==> src/rtl/legv8_pipe_pkg.sv <==
`default_nettype none
// ----------------------------------------------------------------------------
// legv8_pipe_pkg: shared types and constants for the LEGv8 MEM stage.
// Rev 1.0
// ----------------------------------------------------------------------------
package legv8_pipe_pkg;

    typedef enum logic [1:0] {
        IDLE   = 2'd0,
        ACCESS = 2'd1,
        DONE   = 2'd2
    } mem_state_t;

    localparam logic [2:0] ALIGN_MASK = 3'b111;
    localparam int         REG_W      = 5;

    // Doubleword accesses must sit on an 8-byte boundary.
    function automatic logic addr_aligned(input logic [2:0] low_bits);
        return (low_bits & ALIGN_MASK) == 3'b000;
    endfunction

endpackage
`default_nettype wire

==> src/rtl/mem_wb_pipe.sv <==
`default_nettype none
// ----------------------------------------------------------------------------
// mem_wb_pipe: MEM/WB pipeline register; a bubble load zeroes every field.
// Rev 1.0
// ----------------------------------------------------------------------------
module mem_wb_pipe
    import legv8_pipe_pkg::*;
#(
    parameter int DATA_W = 64
) (
    input  logic              CLK,
    input  logic              RESET,
    input  logic              bubble,
    input  logic              reg_write,
    input  logic              mem2reg,
    input  logic [DATA_W-1:0] read_data,
    input  logic [DATA_W-1:0] alu_result,
    input  logic [REG_W-1:0]  write_reg,
    output logic              regWrite_wb,
    output logic              mem2Reg_wb,
    output logic [DATA_W-1:0] read_data_wb,
    output logic [DATA_W-1:0] alu_result_wb,
    output logic [REG_W-1:0]  write_reg_wb
);

    always_ff @(posedge CLK or posedge RESET) begin
        if (RESET) begin
            regWrite_wb   <= 1'b0;
            mem2Reg_wb    <= 1'b0;
            read_data_wb  <= '0;
            alu_result_wb <= '0;
            write_reg_wb  <= '0;
        end else if (bubble) begin
            regWrite_wb   <= 1'b0;
            mem2Reg_wb    <= 1'b0;
            read_data_wb  <= '0;
            alu_result_wb <= '0;
            write_reg_wb  <= '0;
        end else begin
            regWrite_wb   <= reg_write;
            mem2Reg_wb    <= mem2reg;
            read_data_wb  <= read_data;
            alu_result_wb <= alu_result;
            write_reg_wb  <= write_reg;
        end
    end

endmodule
`default_nettype wire

==> src/rtl/mem_stage_unit.sv <==
`default_nettype none
// ----------------------------------------------------------------------------
// mem_stage_unit: LEGv8 MEM stage - branch resolve, data-memory handshake, MEM/WB.
// Rev 1.0
// ----------------------------------------------------------------------------
module mem_stage_unit
    import legv8_pipe_pkg::*;
#(
    parameter int DATA_W  = 64,
    parameter int TIMEOUT = 255
) (
    input  logic              CLK,
    input  logic              RESET,
    input  logic              ZeroBranch_in,
    input  logic              UnconBranch_in,
    input  logic              memRead_in,
    input  logic              memWrite_in,
    input  logic              regWrite_in,
    input  logic              mem2Reg_in,
    input  logic              alu_zero_in,
    input  logic [DATA_W-1:0] shifted_PC_in,
    input  logic [DATA_W-1:0] alu_result_in,
    input  logic [DATA_W-1:0] write_data_mem_in,
    input  logic [REG_W-1:0]  write_reg_in,
    input  logic              dmem_ack,
    input  logic [DATA_W-1:0] dmem_rdata,
    output logic              dmem_req,
    output logic              dmem_we,
    output logic [DATA_W-1:0] dmem_addr,
    output logic [DATA_W-1:0] dmem_wdata,
    output logic              stall,
    output logic              PCSrc,
    output logic [DATA_W-1:0] branch_target,
    output logic              mem_error,
    output logic              regWrite_wb,
    output logic              mem2Reg_wb,
    output logic [DATA_W-1:0] read_data_wb,
    output logic [DATA_W-1:0] alu_result_wb,
    output logic [REG_W-1:0]  write_reg_wb
);

    localparam int CNT_W = (TIMEOUT < 2) ? 1 : $clog2(TIMEOUT + 1);

    mem_state_t        state;
    mem_state_t        state_next;
    logic [CNT_W-1:0]  wait_cnt;
    logic [DATA_W-1:0] addr_q;
    logic [DATA_W-1:0] wdata_q;
    logic [DATA_W-1:0] rdata_q;
    logic              we_q;
    logic              reg_write_q;
    logic              mem2reg_q;
    logic [REG_W-1:0]  write_reg_q;
    logic              op_err_q;
    logic              mem_error_q;

    logic              mem_op;
    logic              aligned;
    logic              illegal;
    logic              timeout_hit;
    logic              stall_fsm;
    logic              req_fsm;
    logic              start;
    logic              misalign;
    logic              abort;
    logic              wb_reg_write;
    logic              wb_mem2reg;
    logic [DATA_W-1:0] wb_read_data;
    logic [DATA_W-1:0] wb_alu_result;
    logic [REG_W-1:0]  wb_write_reg;

    assign mem_op      = memRead_in | memWrite_in;
    assign aligned     = addr_aligned(alu_result_in[2:0]);
    assign illegal     = memRead_in & memWrite_in;
    // wait_cnt holds the number of ACCESS cycles already spent without an ack.
    assign timeout_hit = (TIMEOUT != 0) && ((int'(wait_cnt) + 1) == TIMEOUT);

    always_ff @(posedge CLK or posedge RESET) begin
        if (RESET) begin
            state <= IDLE;
        end else begin
            state <= state_next;
        end
    end

    always_comb begin
        state_next    = state;
        stall_fsm     = 1'b0;
        req_fsm       = 1'b0;
        start         = 1'b0;
        misalign      = 1'b0;
        abort         = 1'b0;
        wb_reg_write  = regWrite_in;
        wb_mem2reg    = mem2Reg_in;
        wb_read_data  = '0;
        wb_alu_result = alu_result_in;
        wb_write_reg  = write_reg_in;
        case (state)
            IDLE: begin
                if (mem_op) begin
                    if (aligned) begin
                        stall_fsm  = 1'b1;
                        start      = 1'b1;
                        state_next = ACCESS;
                    end else begin
                        misalign     = 1'b1;
                        wb_reg_write = 1'b0;
                    end
                end
            end
            ACCESS: begin
                stall_fsm = 1'b1;
                req_fsm   = 1'b1;
                if (dmem_ack) begin
                    state_next = DONE;
                end else if (timeout_hit) begin
                    abort      = 1'b1;
                    state_next = DONE;
                end
            end
            DONE: begin
                wb_reg_write  = reg_write_q & ~op_err_q;
                wb_mem2reg    = mem2reg_q;
                wb_read_data  = rdata_q;
                wb_alu_result = addr_q;
                wb_write_reg  = write_reg_q;
                state_next    = IDLE;
            end
            default: begin
                state_next = IDLE;
            end
        endcase
    end

    always_ff @(posedge CLK or posedge RESET) begin
        if (RESET) begin
            wait_cnt    <= '0;
            addr_q      <= '0;
            wdata_q     <= '0;
            rdata_q     <= '0;
            we_q        <= 1'b0;
            reg_write_q <= 1'b0;
            mem2reg_q   <= 1'b0;
            write_reg_q <= '0;
            op_err_q    <= 1'b0;
            mem_error_q <= 1'b0;
        end else begin
            if (start) begin
                wait_cnt    <= '0;
                addr_q      <= alu_result_in;
                wdata_q     <= write_data_mem_in;
                rdata_q     <= '0;
                we_q        <= memWrite_in;
                reg_write_q <= regWrite_in;
                mem2reg_q   <= mem2Reg_in;
                write_reg_q <= write_reg_in;
                op_err_q    <= illegal;
            end else if (state == ACCESS) begin
                if (dmem_ack) begin
                    if (!we_q) begin
                        rdata_q <= dmem_rdata;
                    end
                end else begin
                    wait_cnt <= wait_cnt + CNT_W'(1);
                    if (abort) begin
                        op_err_q <= 1'b1;
                    end
                end
            end
            if (misalign || (start && illegal) || abort) begin
                mem_error_q <= 1'b1;
            end
        end
    end

    // Combinational outputs are masked by RESET so they drop the moment it rises.
    assign stall         = stall_fsm & ~RESET;
    assign dmem_req      = req_fsm & ~RESET;
    assign PCSrc         = (UnconBranch_in | (ZeroBranch_in & alu_zero_in)) & ~stall_fsm & ~RESET;
    assign branch_target = RESET ? '0 : shifted_PC_in;
    assign dmem_we       = we_q;
    assign dmem_addr     = addr_q;
    assign dmem_wdata    = wdata_q;
    assign mem_error     = mem_error_q;

    mem_wb_pipe #(
        .DATA_W (DATA_W)
    ) u_mem_wb (
        .CLK           (CLK),
        .RESET         (RESET),
        .bubble        (stall),
        .reg_write     (wb_reg_write),
        .mem2reg       (wb_mem2reg),
        .read_data     (wb_read_data),
        .alu_result    (wb_alu_result),
        .write_reg     (wb_write_reg),
        .regWrite_wb   (regWrite_wb),
        .mem2Reg_wb    (mem2Reg_wb),
        .read_data_wb  (read_data_wb),
        .alu_result_wb (alu_result_wb),
        .write_reg_wb  (write_reg_wb)
    );

endmodule
`default_nettype wire
==> config.mk <==
export PLATFORM = sky130hd
export DESIGN_NAME = mem_stage_unit
export DESIGN_NICKNAME = d
export VERILOG_FILES = /design/src/rtl/legv8_pipe_pkg.sv /design/src/rtl/mem_wb_pipe.sv /design/src/rtl/mem_stage_unit.sv
export SDC_FILE = /design/constraint.sdc
export NUM_CORES = 1
export LEC_CHECK = 0
export CORE_AREA = 2 2 236 238
export DETAILED_ROUTE_END_ITERATION = 16
export DIE_AREA = 0 0 238 240
export PLACE_DENSITY = 0.62
export SLEW_MARGIN = 20
export SYNTH_ARGS = -nofsm -noshare
export SYNTH_HDL_FRONTEND = slang
export SYNTH_SLANG_ARGS = --single-unit
export TNS_END_PERCENT = 30
==> constraint.sdc <==
create_clock -name CLK -period 17.4 [get_ports CLK]
set_input_delay 1.74 -clock CLK [delete_from_list [all_inputs] [get_ports CLK]]
set_output_delay 1.74 -clock CLK [all_outputs]
set_load 0.01 [all_outputs]
==> impl_metrics.csv, run 1 <==
group,metric,value,unit
clock_tree,holdBufCountCts,0,
sta,min_period_over_period,0.3219,
floorplan,row_count,86,
floorplan,initial_core_util,0.2523,
sta,finalCriticalPeriod,5.601,ns
sta,tns,0,ns
yosys,syn_inst,1445,
setup_path,critPathMaxFanout,18,
outcome,status,"finished, final reports clean",
layout,nets,2284,
drt,drtPass1Iterations,4,
power_and_ir_drop,switchingPower,649.7,uW
yosys,synth_edf_count,0,
setup_path,cp.arrival,3.86,ns
floorplan,fp.dieW,238,um
clock_tree,cts_resized,0,
layout,layout_common_cells,"nand2_1 (665), clkdlybuf4s50_1 (601), dfrtp_1 (347), a21oi_1 (130), and2_1 (68)",
sta,slew_viol_final,0,
layout,mostFrequentLayoutCell,"nand2_1",
yosys,synth-seq-cells,347,
setup_path,crit_required,15.66,ns
clock_tree,htree_levels,2,
yosys,synthFlopType,"dfrtp_1",
yosys,yosys_warnings,0,
placed_design,place_inst,2672,
layout,drive_gt1_frac,0.05585,
drt,drt_iter0_drc,597,
clock_tree,cts_tree,"built",
power_and_ir_drop,combPwrFrac,0.211,
yosys,avgSynthCellArea,9.543,um2
yosys,syn-cell-area,13790,um2
floorplan,ioPinCount,603,
floorplan,core,54660,um2
global_route,grt_pass1_wl,72590,um
drt,postRouteWirelength,48950,um
drt,drc,0,
yosys,synth_area_leaders,"dfrtp_1 (63%), nand2_1 (18%), a21oi_1 (4.7%)",
setup_path,critical_path.startpoint_type,"primary input",
sta,rsz0062_at_grt,"no",
global_route,antenna_found_initial,9,
power_and_ir_drop,leakage,9.785,nW
yosys,syn-num-nets,1718,
clock_tree,clock_sinks,347,
sta,max_freq,178.5,MHz
power_and_ir_drop,peakVddDrop,62.69,uV
sta,setup_slack,11.80,ns
clock_tree,clk_pin_slew_worst_paths,0.06,ns
layout,instances_no_fill,2752,
clock_tree,cts_setup_buffers,0,
placed_design,place.gp.congestion,0.8075,
clock_tree,cts_root_buffer,"clkbuf_16",
drt,vias,11970,
placed_design,post-dp-hpwl,34290,um
sta,tightest_slew,1.086,ns
sta,hold_violations,0,
placed_design,io_buffers,602,
yosys,synth_top_area_frac,0.6297,
drt,drtAntennaViolNets,0,
clock_tree,clockBufferDepth,3,
setup_path,criticalPathCategory,"primary input to output pin",
clock_tree,clock_latency,0.56,ns
sta,fin_skew,0.02769,ns
sta,setup_violations,0,
run,cap_violations,0,
global_route,grt_max_degree,155,
power_and_ir_drop,p_clk_frac,0.373,
power_and_ir_drop,p_seq_frac,0.416,
drt,wl_per_cell,17.79,um
yosys,ys_seq_area_frac,0.6297,
power_and_ir_drop,power_density,111.4,nW/um2
yosys,synth_cell_types,41,
global_route,grt.total_usage,0.1653,
global_route,grt_pass1_vias,12170,
sta,max_slew_margin,0.2760,
power_and_ir_drop,p_int,1.772,mW
global_route,gr-total-overflow,0,
layout,area_growth,57.63,%
floorplan,die-area,57120,um2
drt,vias_per_cell,4.350,
power_and_ir_drop,swShare,0.2682,
yosys,synth_top_cell_by_area,"dfrtp_1",
hold_path,hold_path.class,"flop to flop",
setup_path,cp-end-kind,"output pin",
placed_design,post-place-ws,11.79,ns
yosys,ys_async_sr_fraction,1.000,
clock_tree,cts_buffers,41,
floorplan,die_y,240,um
[cells by family after synthesis]
kind of cell / count (synthesis) / synth area share
fa+ha+maj: 3 / 0.002631
xor+xnor: 3 / 0.001906
simple gates: 837 / 0.2606
compound gates: 162 / 0.06515
buf+inv: 93 / 0.04001
flops: 347 / 0.6297
[cell type report]
class                           count  area (um2)
Fill cell                        5353       32930
Antenna cell                        7       17.52
Inverter                            2       15.01
Multi-Input combinational cell   1005        4587
Clock inverter                     13       210.2
Timing Repair Buffer              614        6123
Clock buffer                       60        1219
Sequential cell                   347        8683
Tap cell                          704       880.8
[path summary, 6_finish.rpt]
path | startpoint | end | slack, ns | depth (start not counted)
worst max register to register | state[1]$_DFFE_PP0P_ | rdata_q[45]$_DFFE_PP0P_ | 14.41 | 4
worst min register to register | rdata_q[62]$_DFFE_PP0P_ | u_mem_wb.read_data_wb[62]$_DFF_PP0_ | 0.46 | 1
min in group asynchronous | RESET | dmem_wdata[41]$_DFFE_PP0P_ | 1.75 | 3
worst min-delay path | rdata_q[62]$_DFFE_PP0P_ | u_mem_wb.read_data_wb[62]$_DFF_PP0_ | 0.46 | 1
worst max-delay path | alu_result_in[0] | stall | 11.80 | 6
max in group asynchronous | RESET | rdata_q[36]$_DFFE_PP0P_ | 13.98 | 4
[synthesized netlist by cell type (2+ instances only)]
library cell,n
nand3b_1,2
nand2_2,10
inv_1,2
nand3_1,5
clkbuf_1,27
a21oi_1,130
and3_1,3
o21ai_1,2
o22ai_1,2
a211o_1,2
nor3b_1,2
buf_6,18
xnor2_1,2
buf_4,4
o31ai_1,2
nand2_1,665
nor2b_1,66
o21ai_0,9
dfrtp_1,347
and2_1,68
buf_2,42
a21oi_2,11
nor2_1,5
ha_1,2
[registers in the layout, summed over array words and instances (netlist names), 2 cells and up]
signal                  count
dmem_wdata                 64
rdata_q                    64
wait_cnt                    8
dmem_addr                  64
u_mem_wb.alu_result_wb     64
u_mem_wb.read_data_wb      64
u_mem_wb.write_reg_wb       5
state                       2
write_reg_q                 5
[layer usage]
layer,routed length [um],up-vias,global-route usage
li1,-,5637,-
met4,1609,0,0.06553
met5,0,-,0
met3,3567,80,0.04546
met2,25080,467,0.2905
met1,18690,5787,0.1908
[critical path, stage by stage]
cell	delay, ns
clkdlybuf4s50_1	0.45
nor3_2	0.48
a21oi_2	0.15
nor3_4	0.15
buf_4	0.27
clkdlybuf4s50_1	0.60
[power groups by stage]
stage / registers (mW) / logic, mW / clock network, mW
floorplan: 1.05 / 0.160 / 0
finish: 1.01 / 0.511 / 0.902
CTS: 1.01 / 0.521 / 0.930
global route: 1.03 / 0.556 / 0.966
global placement: 1.02 / 0.513 / 0
detailed placement: 1.02 / 0.518 / 0
[per-stage QoR]
stage          power, mW  hold slack, ns  utilization  area (um2)
2_1_floorplan      1.212          0.4455            -       13790
3_3_place_gp       1.528          0.4569       0.3712       20290
3_5_place_dp       1.539          0.4620       0.3712       20290
4_1_cts            2.460          0.4617       0.3973       21720
5_1_grt            2.547          0.4882       0.3976       21730
6_report           2.422          0.4607       0.3976       21740
Note: power is estimated with default switching activity, not from simulation.
==> run 2: changes to the inputs <==
--- a/config.mk
+++ b/config.mk
@@ -5,10 +5,10 @@
 export SDC_FILE = /design/constraint.sdc
 export NUM_CORES = 1
 export LEC_CHECK = 0
-export CORE_AREA = 2 2 236 238
+export CORE_AREA = 2 2 238 240
 export DETAILED_ROUTE_END_ITERATION = 16
-export DIE_AREA = 0 0 238 240
-export PLACE_DENSITY = 0.62
+export DIE_AREA = 0 0 240 242
+export PLACE_DENSITY = 0.63
 export SLEW_MARGIN = 20
 export SYNTH_ARGS = -nofsm -noshare
 export SYNTH_HDL_FRONTEND = slang
==> constraint.sdc (replaced) <==
create_clock -name CLK -period 4.6 [get_ports CLK]
set_input_delay 0.46 -clock CLK [delete_from_list [all_inputs] [get_ports CLK]]
set_output_delay 0.46 -clock CLK [all_outputs]
set_load 0.01 [all_outputs]
==> run 2 against run 1 <==
Compared with the run above:
- worst hold slack worse by 0.015 ns
- global-route usage barely moved
- via count is 0.41% lower
- sequential power increased to 3.8 times the previous value
- die area up 1.7%
- critical endpoint unchanged
- cell area down 0.33%
- sequential cell count stayed put
==> impl_metrics.csv, run 2 (synthesized netlist as in run 1, its figures left out) <==
group,metric,value,unit
outcome,status,"finished, final reports clean",
clock_tree,cts_tree,"built",
clock_tree,holdBufCountCts,0,
power_and_ir_drop,power_density,404.8,nW/um2
setup_path,crit_top_cell,"clkdlybuf4s50_1",
placed_design,io_buffers,602,
drt,vias,11920,
drt,drt-met1-wl,19190,um
clock_tree,cts_root_buffer,"clkbuf_16",
drt,wl_per_cell,17.50,um
layout,mostFrequentLayoutCell,"nand2_1",
drt,postRouteWirelength,48970,um
setup_path,cp_top_family,"buffers and inverters",
drt,vias_per_cell,4.261,
layout,drive_gt1_frac,0.05297,
clock_tree,clockBufferDepth,3,
power_and_ir_drop,leakage,9.701,nW
floorplan,initial_core_util,0.2474,
clock_tree,cts_setup_buffers,0,
sta,tns,0,ns
clock_tree,htree_levels,2,
floorplan,core,55730,um2
drt,wl_met3,3477,um
global_route,grt.total_usage,0.1651,
global_route,antenna_found_initial,7,
sta,slew_viol_final,0,
drt,drtPass1Iterations,4,
sta,max_freq,340.3,MHz
placed_design,post-dp-hpwl,34370,um
drt,wl_met2,24930,um
layout,final_area,21660,um2
hold_path,hold_path_depth,3,
placed_design,place_inst,2727,
sta,fin_skew,0.01535,ns
sta,min_period_over_period,0.6388,
sta,hold_violations,0,
drt,drtAntennaViolNets,0,
floorplan,fp.dieW,240,um
setup_path,cp-end-kind,"output pin",
clock_tree,clock_latency,0.54,ns
setup_path,r2r_start,"state[0]$_DFFE_PP0P_",
hold_path,hold_path_end,"dmem_wdata[0]$_DFFE_PP0P_",
power_and_ir_drop,p_int,6.339,mW
hold_path,holdCritStartpoint,"write_data_mem_in[0]",
sta,max_slew_margin,0.3339,
sta,setup_violations,0,
drt,dr.max_layer_used,"met5",
global_route,grt_max_degree,126,
floorplan,die_y,242,um
global_route,grt_pass1_vias,12220,
power_and_ir_drop,combPwrFrac,0.222,
drt,drc,0,
setup_path,worstRegToRegCells,4,
clock_tree,clock_sinks,347,
hold_path,hold_path.class,"primary input to flop",
power_and_ir_drop,fin_total_pwr,8.771,mW
layout,layout_common_cells,"nand2_1 (665), clkdlybuf4s50_1 (601), dfrtp_1 (347), a21oi_1 (130), and2_1 (68)",
setup_path,cp_num_buf_inv,2,
setup_path,r2r_end,"rdata_q[10]$_DFFE_PP0P_",
sta,holdWs,0.4458,ns
floorplan,die-area,58080,um2
placed_design,placed_area,20440,um2
power_and_ir_drop,p_clk_frac,0.342,
drt,drt_iter0_drc,556,
run,cap_violations,0,
floorplan,ioPinCount,603,
setup_path,critPathMaxFanout,4,
global_route,grt_pass1_wl,74120,um
layout,nets,2285,
power_and_ir_drop,peakVddDrop,197.8,uV
clock_tree,cts_resized,0,
setup_path,slowest_stage,"clkdlybuf4s50_1",
layout,instances_no_fill,2798,
sta,rsz0062_at_grt,"no",
setup_path,rrSetupSlack,2.20,ns
power_and_ir_drop,swShare,0.2773,
clock_tree,cts_buffers,39,
setup_path,criticalPathCategory,"primary input to output pin",
setup_path,critical_path.startpoint_type,"primary input",
placed_design,place.gp.congestion,0.8653,
global_route,gr-total-overflow,0,
sta,tightest_slew,0.9992,ns
setup_path,cp.arrival,2.48,ns
power_and_ir_drop,p_seq_frac,0.436,
setup_path,critPathMaxStageDelay,0.72,ns
setup_path,crit_required,4.14,ns
sta,finalCriticalPeriod,2.939,ns
floorplan,row_count,87,
clock_tree,clk_pin_slew_worst_paths,0.06,ns
layout,area_growth,57.11,%
power_and_ir_drop,switchingPower,2.432,mW
setup_path,crit_chain,"clkdlybuf4s50_1 -> nor3_2 -> a21oi_2 -> nor3_4 -> clkdlybuf4s50_1",
## run 2: worst max-delay path by stage
| stage | depth (start not counted) | slack [ns] | to | from |
|---|---|---|---|---|
| floorplan | 2 | -0.68 | dmem_addr[0]$_DFFE_PP0P_ | RESET |
| global placement | 5 | 1.61 | stall | alu_result_in[0] |
| detailed placement | 5 | 1.59 | rdata_q[10]$_DFFE_PP0P_ | alu_result_in[0] |
| CTS | 5 | 1.60 | stall | alu_result_in[0] |
| global route | 5 | 1.46 | stall | alu_result_in[0] |
| finish | 5 | 1.66 | stall | alu_result_in[0] |
## run 2: tightest hold or removal path, cell delays in order
cell and delay, ns:
clkdlybuf4s50_1 0.40, nand2_1 0.05, nand2_1 0.04
## run 2: power groups by stage
stage	registers (mW)	logic [mW]	clock network, mW
4_1_cts	3.82	1.98	3.10
5_1_grt	3.88	2.12	3.22
3_3_place_gp	3.85	1.95	0
3_5_place_dp	3.87	1.97	0
6_report	3.82	1.95	3.00
2_1_floorplan	3.98	0.607	0
## run 2: per-stage QoR
step             util  setup slack [ns]
4_1_cts        0.3886             1.601
3_3_place_gp   0.3667             1.611
5_1_grt        0.3887             1.461
3_5_place_dp   0.3667             1.590
6_report       0.3887             1.661
2_1_floorplan       -           -0.6814
## run 2: area by class of cell
cell class	count	area, um2
Sequential cell	347	8683
Multi-Input combinational cell	1005	4589
Inverter	2	11.26
Tap cell	756	945.9
Antenna cell	3	7.507
Timing Repair Buffer	617	6208
Clock inverter	8	51.30
Fill cell	5542	34070
Clock buffer	60	1167
## run 2: per-layer routing
layer	vias to the layer above	track usage
met2	445	0.2902
met1	5766	0.1948
met5	-	0
li1	5628	-
met3	81	0.04387
met4	2	0.05170
==> run 3: changes to the inputs <==
==> constraint.sdc (replaced) <==
create_clock -name CLK -period 2.4 [get_ports CLK]
set_input_delay 0.24 -clock CLK [delete_from_list [all_inputs] [get_ports CLK]]
set_output_delay 0.24 -clock CLK [all_outputs]
set_load 0.01 [all_outputs]
==> run 3 against run 2 <==
Compared with the run above:
- die area unchanged
- core utilization up 0.91 points
- largest power group unchanged
- clock power up 110%
- worst hold slack worse by 0.23 ns
==> impl_metrics.csv, run 3 (synthesized netlist as in run 1, its figures left out) <==
group,metric,value,unit
global_route,grt_pass1_wl,75770,um
floorplan,die_y,242,um
sta,fin_skew,0.03060,ns
power_and_ir_drop,combPwrFrac,0.218,
drt,drtPass1Iterations,5,
layout,layout_common_cells,"nand2_1 (665), clkdlybuf4s50_1 (600), dfrtp_1 (346), a21oi_1 (130), and2_1 (68)",
global_route,gr-total-overflow,0,
placed_design,post-place-ws,0.09290,ns
clock_tree,clk_pin_slew_worst_paths,0.06,ns
floorplan,die-area,58080,um2
drt,postRouteWirelength,49750,um
layout,area_growth,60.78,%
global_route,grt_pass1_vias,12480,
drt,drtAntennaViolNets,0,
clock_tree,clock_sinks,347,
placed_design,post-dp-hpwl,35700,um
setup_path,criticalPathCategory,"flop to output pin",
sta,hold_violations,0,
sta,min_period_over_period,0.9489,
drt,drt_iter0_drc,674,
run,cap_violations,0,
power_and_ir_drop,leakage,9.963,nW
placed_design,io_buffers,602,
setup_path,critPathMaxFanout,8,
clock_tree,clock_latency,0.55,ns
hold_path,hold_path.class,"primary input to flop",
power_and_ir_drop,swShare,0.2734,
setup_path,critical_path.startpoint_type,"flop",
setup_path,crit_required,2.16,ns
power_and_ir_drop,p_int,12.62,mW
sta,slew_viol_final,0,
floorplan,ioPinCount,603,
power_and_ir_drop,p_clk_frac,0.360,
clock_tree,htree_levels,2,
sta,rsz0062_at_grt,"no",
clock_tree,cts_tree,"built",
layout,nets,2308,
layout,fillers,5516,
floorplan,fp.dieW,240,um
clock_tree,clockBufferDepth,3,
clock_tree,cts_buffers,40,
floorplan,initial_core_util,0.2474,
layout,drive_gt1_frac,0.06821,
floorplan,row_count,87,
global_route,antenna_found_initial,9,
power_and_ir_drop,power_density,783.3,nW/um2
clock_tree,holdBufCountCts,0,
sta,setup_slack,0.1226,ns
drt,wl_per_cell,17.62,um
floorplan,core,55730,um2
setup_path,cp.arrival,2.04,ns
sta,max_slew_margin,0.3411,
sta,tightest_slew,0.9883,ns
sta,setup_violations,0,
global_route,grt.total_usage,0.1683,
power_and_ir_drop,p_seq_frac,0.422,
power_and_ir_drop,peakVddDrop,433.8,uV
outcome,status,"finished, final reports clean",
clock_tree,cts_root_buffer,"clkbuf_16",
drt,drc,0,
layout,final_util,0.3978,
power_and_ir_drop,switchingPower,4.748,mW
placed_design,place.gp.congestion,0.8614,
setup_path,cp-end-kind,"output pin",
drt,vias_per_cell,4.288,
global_route,grt_max_degree,105,
drt,vias,12110,
sta,max_freq,439.1,MHz
layout,mostFrequentLayoutCell,"nand2_1",
sta,finalCriticalPeriod,2.277,ns
-- run 3: timing repair --
action,in CTS,in global routing
resized for setup,1,2
endpoints found under the setup margin,2,2
buffers inserted,0,0
-- run 3: power by group through the flow --
stage	logic (mW)	registers [mW]	clock network [mW]
final	3.79	7.33	6.25
after global routing	4.13	7.44	6.69
after CTS	3.86	7.33	6.46
after detailed placement	3.83	7.42	0
after global placement	3.79	7.37	0
after floorplan	1.16	7.63	0
-- run 3: layout make-up --
class	count	area (um2)	area share
well taps	756	945.9	0.04266
multi-input cells	1005	4597	0.2073
inverters	2	11.26	0.0005079
repair buffers	639	6564	0.2960
clock inverters	17	188.9	0.008521
flip-flops and latches	347	8685	0.3917
clock buffers	57	1177	0.05310
diodes	1	2.502	0.0001129
-- run 3: path summary, 6_finish.rpt --
kind | from | to | slack [ns] | cells past startpoint
min | write_data_mem_in[18] | dmem_wdata[18]$_DFFE_PP0P_ | 0.21 | 3
max | state[0]$_DFFE_PP0P_ | PCSrc | 0.12 | 4
min in group asynchronous | RESET | dmem_wdata[41]$_DFFE_PP0P_ | 0.31 | 4
min reg2reg | rdata_q[9]$_DFFE_PP0P_ | u_mem_wb.read_data_wb[9]$_DFF_PP0_ | 0.47 | 1
max reg2reg | state[1]$_DFFE_PP0P_ | rdata_q[18]$_DFFE_PP0P_ | 0.35 | 4
max in group asynchronous | RESET | rdata_q[25]$_DFFE_PP0P_ | 1.49 | 4
-- run 3: metrics by stage --
step | cells | setup TNS [ns] | hold WS, ns | power, mW | cell area (um2)
floorplan | 1445 | -923.49 | 0.3454 | 8.795 | 13810
global placement | 2749 | 0 | 0.4574 | 11.16 | 20790
detailed placement | 2749 | 0 | 0.4610 | 11.25 | 20790
CTS | 2823 | 0 | 0.1690 | 17.65 | 22160
global route | 2824 | 0 | 0.2004 | 18.26 | 22170
finish | 2824 | 0 | 0.2117 | 17.37 | 22170
-- run 3: critical path, stage by stage (launching register included) --
cell and delay, ns:
dfrtp_2 0.49, a21oi_4 0.18, nor2_1 0.06, nor3_1 0.18, clkdlybuf4s50_1 0.57
-- run 3: routing by layer --
layer	up-vias	global-route usage	wire [um]
met5	-	0	13
met4	2	0.04695	1206
met3	82	0.04113	3528
met2	484	0.2987	25460
met1	5855	0.2008	19530
li1	5686	-	-
